--- config.mk ---
export PLATFORM = sky130hd
export DESIGN_NAME = router_port_arbiter
export DESIGN_NICKNAME = d
export VERILOG_FILES = /design/src/rtl/router_port_arbiter.sv
export SDC_FILE = /design/constraint.sdc
export NUM_CORES = 1
export LEC_CHECK = 0
export BUFFER_PORTS_ARGS = -buffer_cell sky130_fd_sc_hd__buf_2
export CAP_MARGIN = 10
export CORE_ASPECT_RATIO = 1.75
export CORE_UTILIZATION = 44
export DETAILED_ROUTE_END_ITERATION = 8
export PLACE_DENSITY = 0.88
export SYNTH_ARGS = -nofsm -noshare
export SYNTH_HDL_FRONTEND = slang
export SYNTH_SLANG_ARGS = --single-unit
--- constraint.sdc ---
create_clock -name clk -period 12.14 [get_ports clk]
set_input_delay 3.642 -clock clk [delete_from_list [all_inputs] [get_ports clk]]
set_output_delay 3.642 -clock clk [all_outputs]
set_load 0.02 [all_outputs]
--- src/rtl/router_port_arbiter.sv ---
// Round-robin arbiter with a one-entry output register for one mesh router output port.
// Includes a sticky watchdog that flags an output packet left unconsumed for TIMEOUT cycles.
module router_port_arbiter #(
  parameter int N_IN    = 5,
  parameter int PCK_SZ  = 40,
  parameter int TIMEOUT = 128,
  parameter int IDW     = $clog2(N_IN)
) (
  input  logic                   clk,
  input  logic                   reset,
  input  logic [N_IN*PCK_SZ-1:0] in_data,
  input  logic [N_IN-1:0]        in_pndng,
  input  logic [N_IN-1:0]        in_req,
  output logic [N_IN-1:0]        in_pop,
  output logic [PCK_SZ-1:0]      out_data,
  output logic                   out_pndng,
  input  logic                   out_pop,
  output logic [IDW-1:0]         out_src,
  output logic                   err_timeout
);

  localparam int SW = $clog2(TIMEOUT + 1);
  localparam logic [IDW:0]    N_IN_W    = (IDW + 1)'(N_IN);
  localparam logic [IDW-1:0]  LAST_IDX  = IDW'(N_IN - 1);
  localparam logic [SW-1:0]   TIMEOUT_W = SW'(TIMEOUT);

  typedef enum logic {
    EMPTY = 1'b0,
    FULL  = 1'b1
  } state_t;

  state_t state_reg, state_next;

  logic [N_IN-1:0]   elig;
  logic              any_elig;
  logic              load;
  logic [IDW-1:0]    win;
  logic              found;
  logic [IDW:0]      cand;
  logic [PCK_SZ-1:0] in_slice [N_IN];

  logic [IDW-1:0]    ptr_reg, ptr_next;
  logic [PCK_SZ-1:0] data_reg, data_next;
  logic [IDW-1:0]    src_reg, src_next;
  logic [SW-1:0]     stall_cnt_reg, stall_cnt_next;
  logic              err_reg, err_next;

  genvar gi;
  generate
    for (gi = 0; gi < N_IN; gi++) begin : g_in
      assign in_slice[gi] = in_data[gi*PCK_SZ +: PCK_SZ];
      assign elig[gi]     = in_pndng[gi] & in_req[gi];
      assign in_pop[gi]   = load && (win == IDW'(gi));
    end
  endgenerate

  assign any_elig = |elig;
  // Reset suppresses the pop so no packet is lost from an input FIFO.
  assign load = any_elig && ((state_reg == EMPTY) || out_pop) && !reset;

  // Rotating priority search starting at ptr, wrapping modulo N_IN.
  always_comb begin
    win   = ptr_reg;
    found = 1'b0;
    cand  = '0;
    for (int k = 0; k < N_IN; k++) begin
      cand = {1'b0, ptr_reg} + (IDW + 1)'(k);
      if (cand >= N_IN_W) cand = cand - N_IN_W;
      if (!found && elig[cand[IDW-1:0]]) begin
        found = 1'b1;
        win   = cand[IDW-1:0];
      end
    end
  end

  always_comb begin
    state_next     = state_reg;
    ptr_next       = ptr_reg;
    data_next      = data_reg;
    src_next       = src_reg;
    stall_cnt_next = stall_cnt_reg;

    case (state_reg)
      EMPTY:   if (load) state_next = FULL;
      FULL:    if (out_pop && !load) state_next = EMPTY;
      default: state_next = EMPTY;
    endcase

    if (load) begin
      data_next = in_slice[win];
      src_next  = win;
      ptr_next  = (win == LAST_IDX) ? '0 : win + IDW'(1);
    end

    // Counts only cycles where a held packet is refused downstream.
    if (load || out_pop || (state_reg == EMPTY))
      stall_cnt_next = '0;
    else if (stall_cnt_reg != TIMEOUT_W)
      stall_cnt_next = stall_cnt_reg + SW'(1);

    err_next = err_reg | (stall_cnt_next == TIMEOUT_W);
  end

  always_ff @(posedge clk) begin
    if (reset) begin
      state_reg     <= EMPTY;
      ptr_reg       <= '0;
      data_reg      <= '0;
      src_reg       <= '0;
      stall_cnt_reg <= '0;
      err_reg       <= 1'b0;
    end else begin
      state_reg     <= state_next;
      ptr_reg       <= ptr_next;
      data_reg      <= data_next;
      src_reg       <= src_next;
      stall_cnt_reg <= stall_cnt_next;
      err_reg       <= err_next;
    end
  end

  assign out_pndng   = (state_reg == FULL);
  assign out_data    = data_reg;
  assign out_src     = src_reg;
  assign err_timeout = err_reg;

endmodule

; ---- After elaboration in Yosys (flattened, before gate mapping)
; Cells that the tools add are included.
[op_classes]
add_sub_neg = 11
n_mul = 0
div = 0
order_cmp = 11
eq_ne = 6
n_shift = 0
n_mux = 33
n_bitwise = 8
reduce_logical = 23
[ops]
columns = operator, count
row1 = binary-select mux 40 bit (select 3 bit), 1
row2 = 2-to-1 mux 40 bit, 2
row3 = 2-to-1 mux 3 bit, 11
row4 = "less-than comparator 3 x 4 -> 1 bit, second input constant", 5
row5 = ">= comparator 4 x 3 -> 1 bit, second input constant", 4
row6 = 2-to-1 mux 8 bit, 2
row7 = binary-select mux 1 bit (select 3 bit), 5
row8 = "subtractor 3 bit, second input constant", 5
row9 = logical AND 1 bit, 12
row10 = 2-to-1 mux 1 bit, 11
row11 = "adder 3 x 2 -> 4 bit, second input constant", 2
row12 = "adder 8 x 1 -> 8 bit, second input constant", 1
row13 = "== test 8 bit, second input constant", 1
row14 = "!= test 8 bit, second input constant", 1
row15 = "== test 3 x 2 -> 1 bit, second input constant", 2
row16 = zero test 1 bit, 6
row17 = AND 1 bit, 5
row18 = OR reduction 5 bit, 1
row19 = "adder 3 x 1 -> 4 bit, second input constant", 1
row20 = "adder 3 x 3 -> 4 bit, second input constant", 1
row21 = ">= comparator 4 bit, second input constant", 1
row22 = NOT 3 -> 4 bit, 1
row23 = "adder 3 x 1 -> 3 bit, second input constant", 1
row24 = "== test 3 x 1 -> 1 bit, second input constant", 1
row25 = other kinds (7), 9
[word_totals]
ff_bits = 56
latch_bits = 0
ramBits = 0
mem_bits_ro = 0
input_bits = 213
output_inout_bits = 50
elab_cells = 98
mem_count = 0

; ---- Logic depth before layout (Yosys ltp)
[depth]
depth_word = 21
ltp_mapped = 20
depth_no_buf = 17

; ---- Worst setup path before layout
; OpenSTA, ideal clock, no wires.
[synth_timing]
kind = input to output
start = input port in_pndng[4]
end = output port in_pop[1]
t_arrival_ps = 6017
required_time_ps = 8498
setup_slack_ps = 2481
stages = 12
path_buffers = 2
cell_sequence = nand2_1 -> or4_1 -> o211ai_4 -> nor3_4 -> a21boi_1 -> o221a_2 -> nor2_4 -> nand2_1 -> nor2_1 -> buf_2 -> buf_2 -> and2_1
[synth_between]
elab_chain_cells = 18
elab_cells_between_ends = 33
classes_between = eq/ne: 1 / mux: 19 / bitwise: 1 / reduce/logical: 12
[synth_lines]
columns = element, line
row1 = "start, declared", 12  ; input logic [N_IN-1:0] in_pndng,
row2 = AND 1 bit *, 52  ; assign elig[gi] = in_pndng[gi] & in_req[gi];
row3 = binary-select mux 1 bit (select 3 bit), 69  ; if (!found && elig[cand[IDW-1:0]]) begin
row4 = 2-to-1 mux 1 bit (not written as such), 69
row5 = 2-to-1 mux 1 bit, 69
row6 = zero test 1 bit, 69
row7 = logical AND 1 bit, 69
row8 = 2-to-1 mux 1 bit, 69
row9 = zero test 1 bit, 69
row10 = [2 not listed], -
row11 = zero test 1 bit, 69
row12 = logical AND 1 bit, 69
row13 = 2-to-1 mux 1 bit, 69
row14 = zero test 1 bit, 69
row15 = logical AND 1 bit, 69
row16 = 2-to-1 mux 3 bit, 69
row17 = == test 3 x 1 -> 1 bit, 53  ; assign in_pop[gi] = load && (win == IDW'(gi));
row18 = logical AND 1 bit *, 53
row19 = "end, declared", 14  ; output logic [N_IN-1:0] in_pop,
; Every way passes the cells marked *; elsewhere a longest branch is shown, timed or not. The select of a mux whose other input is x is not followed.

; ---- Worst setup path after layout
[layout_timing]
start = input port in_req[0]
end = output port in_pop[1]
[layout_between]
elab_chain_cells = 18
elab_cells_between_ends = 33
classes_between = eq/ne: 1 / mux: 19 / bitwise: 1 / reduce/logical: 12
[layout_lines]
columns = element, line
row1 = "start, declared", 13  ; input logic [N_IN-1:0] in_req,
row2 = AND 1 bit *, 52
row3 = binary-select mux 1 bit (select 3 bit), 69
row4 = 2-to-1 mux 1 bit (not written as such), 69
row5 = 2-to-1 mux 1 bit, 69
row6 = zero test 1 bit, 69
row7 = logical AND 1 bit, 69
row8 = 2-to-1 mux 1 bit, 69
row9 = zero test 1 bit, 69
row10 = [2 not listed], -
row11 = zero test 1 bit, 69
row12 = logical AND 1 bit, 69
row13 = 2-to-1 mux 1 bit, 69
row14 = zero test 1 bit, 69
row15 = logical AND 1 bit, 69
row16 = 2-to-1 mux 3 bit, 69
row17 = == test 3 x 1 -> 1 bit, 53
row18 = logical AND 1 bit *, 53
; Marks and branches as above.

==> results by group <==
Drt
  • Vias per inst: 5.640
  • Remaining DRCs: 0
  • Drt initial violations: 224
  • Wl on met1: 6117 µm
  • DR vias: 5014
  • Detail Route Antenna Nets: 0
  • Avg WL per Cell: 18.10 µm
  • DRT Wirelength: 16090 µm
  • Initial DRT Pass Iterations: 4
  • Met3 WL: 786 µm
  • Max Used Layer: met4
  • Met2 WL: 8372 µm

Die
  • Io pins: 263
  • Die Ht: 137.4 µm
  • Horiz. Die Dim: 79.37 µm
  • Die area: 0.01091 mm²
  • Core box area: 0.01024 mm²
  • Initial core utilization: 0.4502
  • Site Rows: 49

STA
  • Fmax: 95.03 MHz
  • Max-slew violation count: 0
  • Finish-stage setup viols: 0
  • Final WS setup: 1.617 ns
  • Fin crit share: 0.8668
  • Clock Skews: 0.009623 ns
  • Fin. Hold Viols: 0
  • RSZ-0062 raised after global routing: no
  • Post-route setup TNS: 0 ns
  • Pin slew with the least headroom to its limit: 0.9649 ns
  • Shortest period the worst path allows: 10.52 ns
  • Relative slew margins: 0.3552

Clocking
  • Clock Latency Late Sink: 0.30 ns
  • Max Root-Sink Buffers: 2
  • Hold_buf cts: 0
  • Clock-pin slew on the worst setup and hold paths: 0.08 ns
  • CTS tree: done
  • H-tree depth: 2
  • Post-CTS setup buffers: 0
  • Clk sinks: 56
  • CTS Buf Count: 5
  • CTS Root Buffer Type: clkbuf_16
  • Resized cells post-CTS: 0

Synthesis
  • Mean post-synth cell area: 8.830 µm²
  • Main flop type after synthesis: dfxtp_1
  • Yosys warning count: 0
  • #FFs+latches synth: 56
  • Post-synth EDFFs: 0
  • Syn Nets: 747
  • Asr flop ratio synth: 0
  • Seq/Total Area, Yosys: 0.2432
  • Distinct cells, synth: 76
  • Mapped Area: 0.004609 mm²
  • Synth Instances: 522

Final layout
  • Area grow syn2layout: 32.87%
  • Most common cell after layout, fill and taps aside: buf_2
  • Sequential cell area: 0.001121 mm²
  • Largest register FFs: 40
  • Commonest cells after routing, fill and taps aside: buf_2 (262), nand2_1 (68), dfxtp_1 (56), mux2i_1 (44), a221o_1 (40)
  • Post-route cell area: 0.006125 mm²
  • Multi-input gate area: 0.003264 mm²
  • ANT cells: 0
  • Layout filler cell count: 906
  • Final net count: 986
  • Share of cells above drive strength 1: 0.4475

Power and ir drop
  • Max VDD drop: 189.2 µV
  • Leakage power: 2.853 nW
  • PwrDens: 295.5 mW/mm²

Setup path
  • Reg2reg start: ptr_reg[0]
  • CP startpoint: in_req[0]
  • WS Path Type: in2out
  • Critical path arrival: 6.88 ns
  • CP max FO: 39
  • CP endpoint kind: primary output
  • Startpoint types: input pin
  • WP data required: 8.50 ns

Placed design
  • Place WS: 1.652 ns
  • Cell Area, Placed: 0.005931 mm²
  • Port bufs: 262
  • Final GP Congestion: 0.9692
  • HPWL after DPL: 12730 µm

Global route
  • Largest net degree at the start of global routing: 43
  • Initial antenna violation count: 0
  • First-pass GRT wire length: 23880 µm
  • Grt ovf: 0
  • Gr usage total: 0.2870
  • Number of global-route vias before repair: 5002

Status
  • Status: finished clean

Flow run
  • Max-Cap Viols: 0

Worst hold path
  • Worst min path class: reg2reg
  • Hold path start: err_timeout
[per-layer routing]
layer / track usage / vias up
met2: 0.5292 / 219
met3: 0.03841 / 44
li1: - / 2450
met4: 0.1828 / 0
met1: 0.2993 / 2301
met5: 0 / -
[cells in the mapped netlist, types with 3 or more instances]
cell type,instances,share of area
o21ai_0,8,0.0087
nand4b_1,4,0.0076
a221o_1,40,0.087
xor2_1,5,0.0095
o31ai_1,4,0.0065
ha_1,11,0.030
nand3_1,12,0.013
nand3b_1,4,0.0065
nand4_1,4,0.0054
and2_1,9,0.012
buf_6,3,0.0073
clkbuf_1,11,0.0090
o21ai_1,39,0.042
mux2i_1,44,0.096
a21oi_1,11,0.012
nor2_1,26,0.021
or2_2,3,0.0041
buf_2,16,0.017
nand2_1,68,0.055
a21o_1,3,0.0049
nand2b_1,4,0.0054
a211oi_1,3,0.0049
nor3_1,8,0.0087
dfxtp_1,56,0.24
nor2b_1,4,0.0054
xnor2_1,6,0.011
mux2_1,3,0.0073
inv_1,8,0.0065
nor4_1,4,0.0054
buf_8,3,0.0098
a211o_1,3,0.0057
mux2_2,38,0.093
[power breakdown]
| part | switching (W) | leakage, nW | total, W | internal (W) |
|---|---|---|---|---|
| sequential | 0.0000282 | 0.461 | 0.000270 | 0.000241 |
| combinational | 0.000743 | 2.30 | 0.00135 | 0.000608 |
| clock | 0.0000709 | 0.0944 | 0.000190 | 0.000119 |
| total | 0.000842 | 2.85 | 0.00181 | 0.000968 |
[logic make-up after synthesis]
kind of cell | count (synthesis) | synth area share
flops | 56 | 0.2432
xor+xnor | 12 | 0.02687
mux | 86 | 0.2006
buf+inv | 45 | 0.05483
compound gates | 147 | 0.2590
simple gates | 164 | 0.1813
fa+ha+maj | 12 | 0.03420
[critical path, stage by stage]
cell and delay, ns:
buf_2 0.12, nand4_1 0.13, a41oi_2 0.17, o31ai_4 0.44, o211ai_4 0.17, nor3_4 0.20, inv_2 0.06, or3_4 0.39
a31oi_4 0.57, buf_4 0.57, and2_1 0.23, buf_2 0.17
[stage by stage]
step / power, W / util / instances / hold WS (ns)
final: 0.001810 / 0.5982 / 889 / 0.4605
after global routing: 0.001920 / 0.5982 / 889 / 0.4883
after CTS: 0.001810 / 0.5982 / 889 / 0.4652
after detailed placement: 0.001618 / 0.5793 / 881 / 0.4523
after global placement: 0.001592 / 0.5793 / 881 / 0.4400
after floorplan: 0.001400 / - / 522 / 0.5024
[final cells by class]
cell class / instances / area share
repair buffers: 267 / 0.2202
well taps: 127 / 0.02594
clock buffers: 5 / 0.02043
flip-flops and latches: 56 / 0.1830
inverters: 10 / 0.006129
multi-input cells: 421 / 0.5330
clock inverters: 3 / 0.01124
[final timing paths]
kind | depth (start not counted) | slack (ns) | endpoint
worst max register to register | 16 | 6.79 | out_data[3]
worst min-delay path | 2 | 0.46 | err_timeout
worst max-delay path | 12 | 1.62 | in_pop[1]
worst min register to register | 2 | 0.46 | err_timeout
Note: power is estimated with default switching activity, not from simulation.
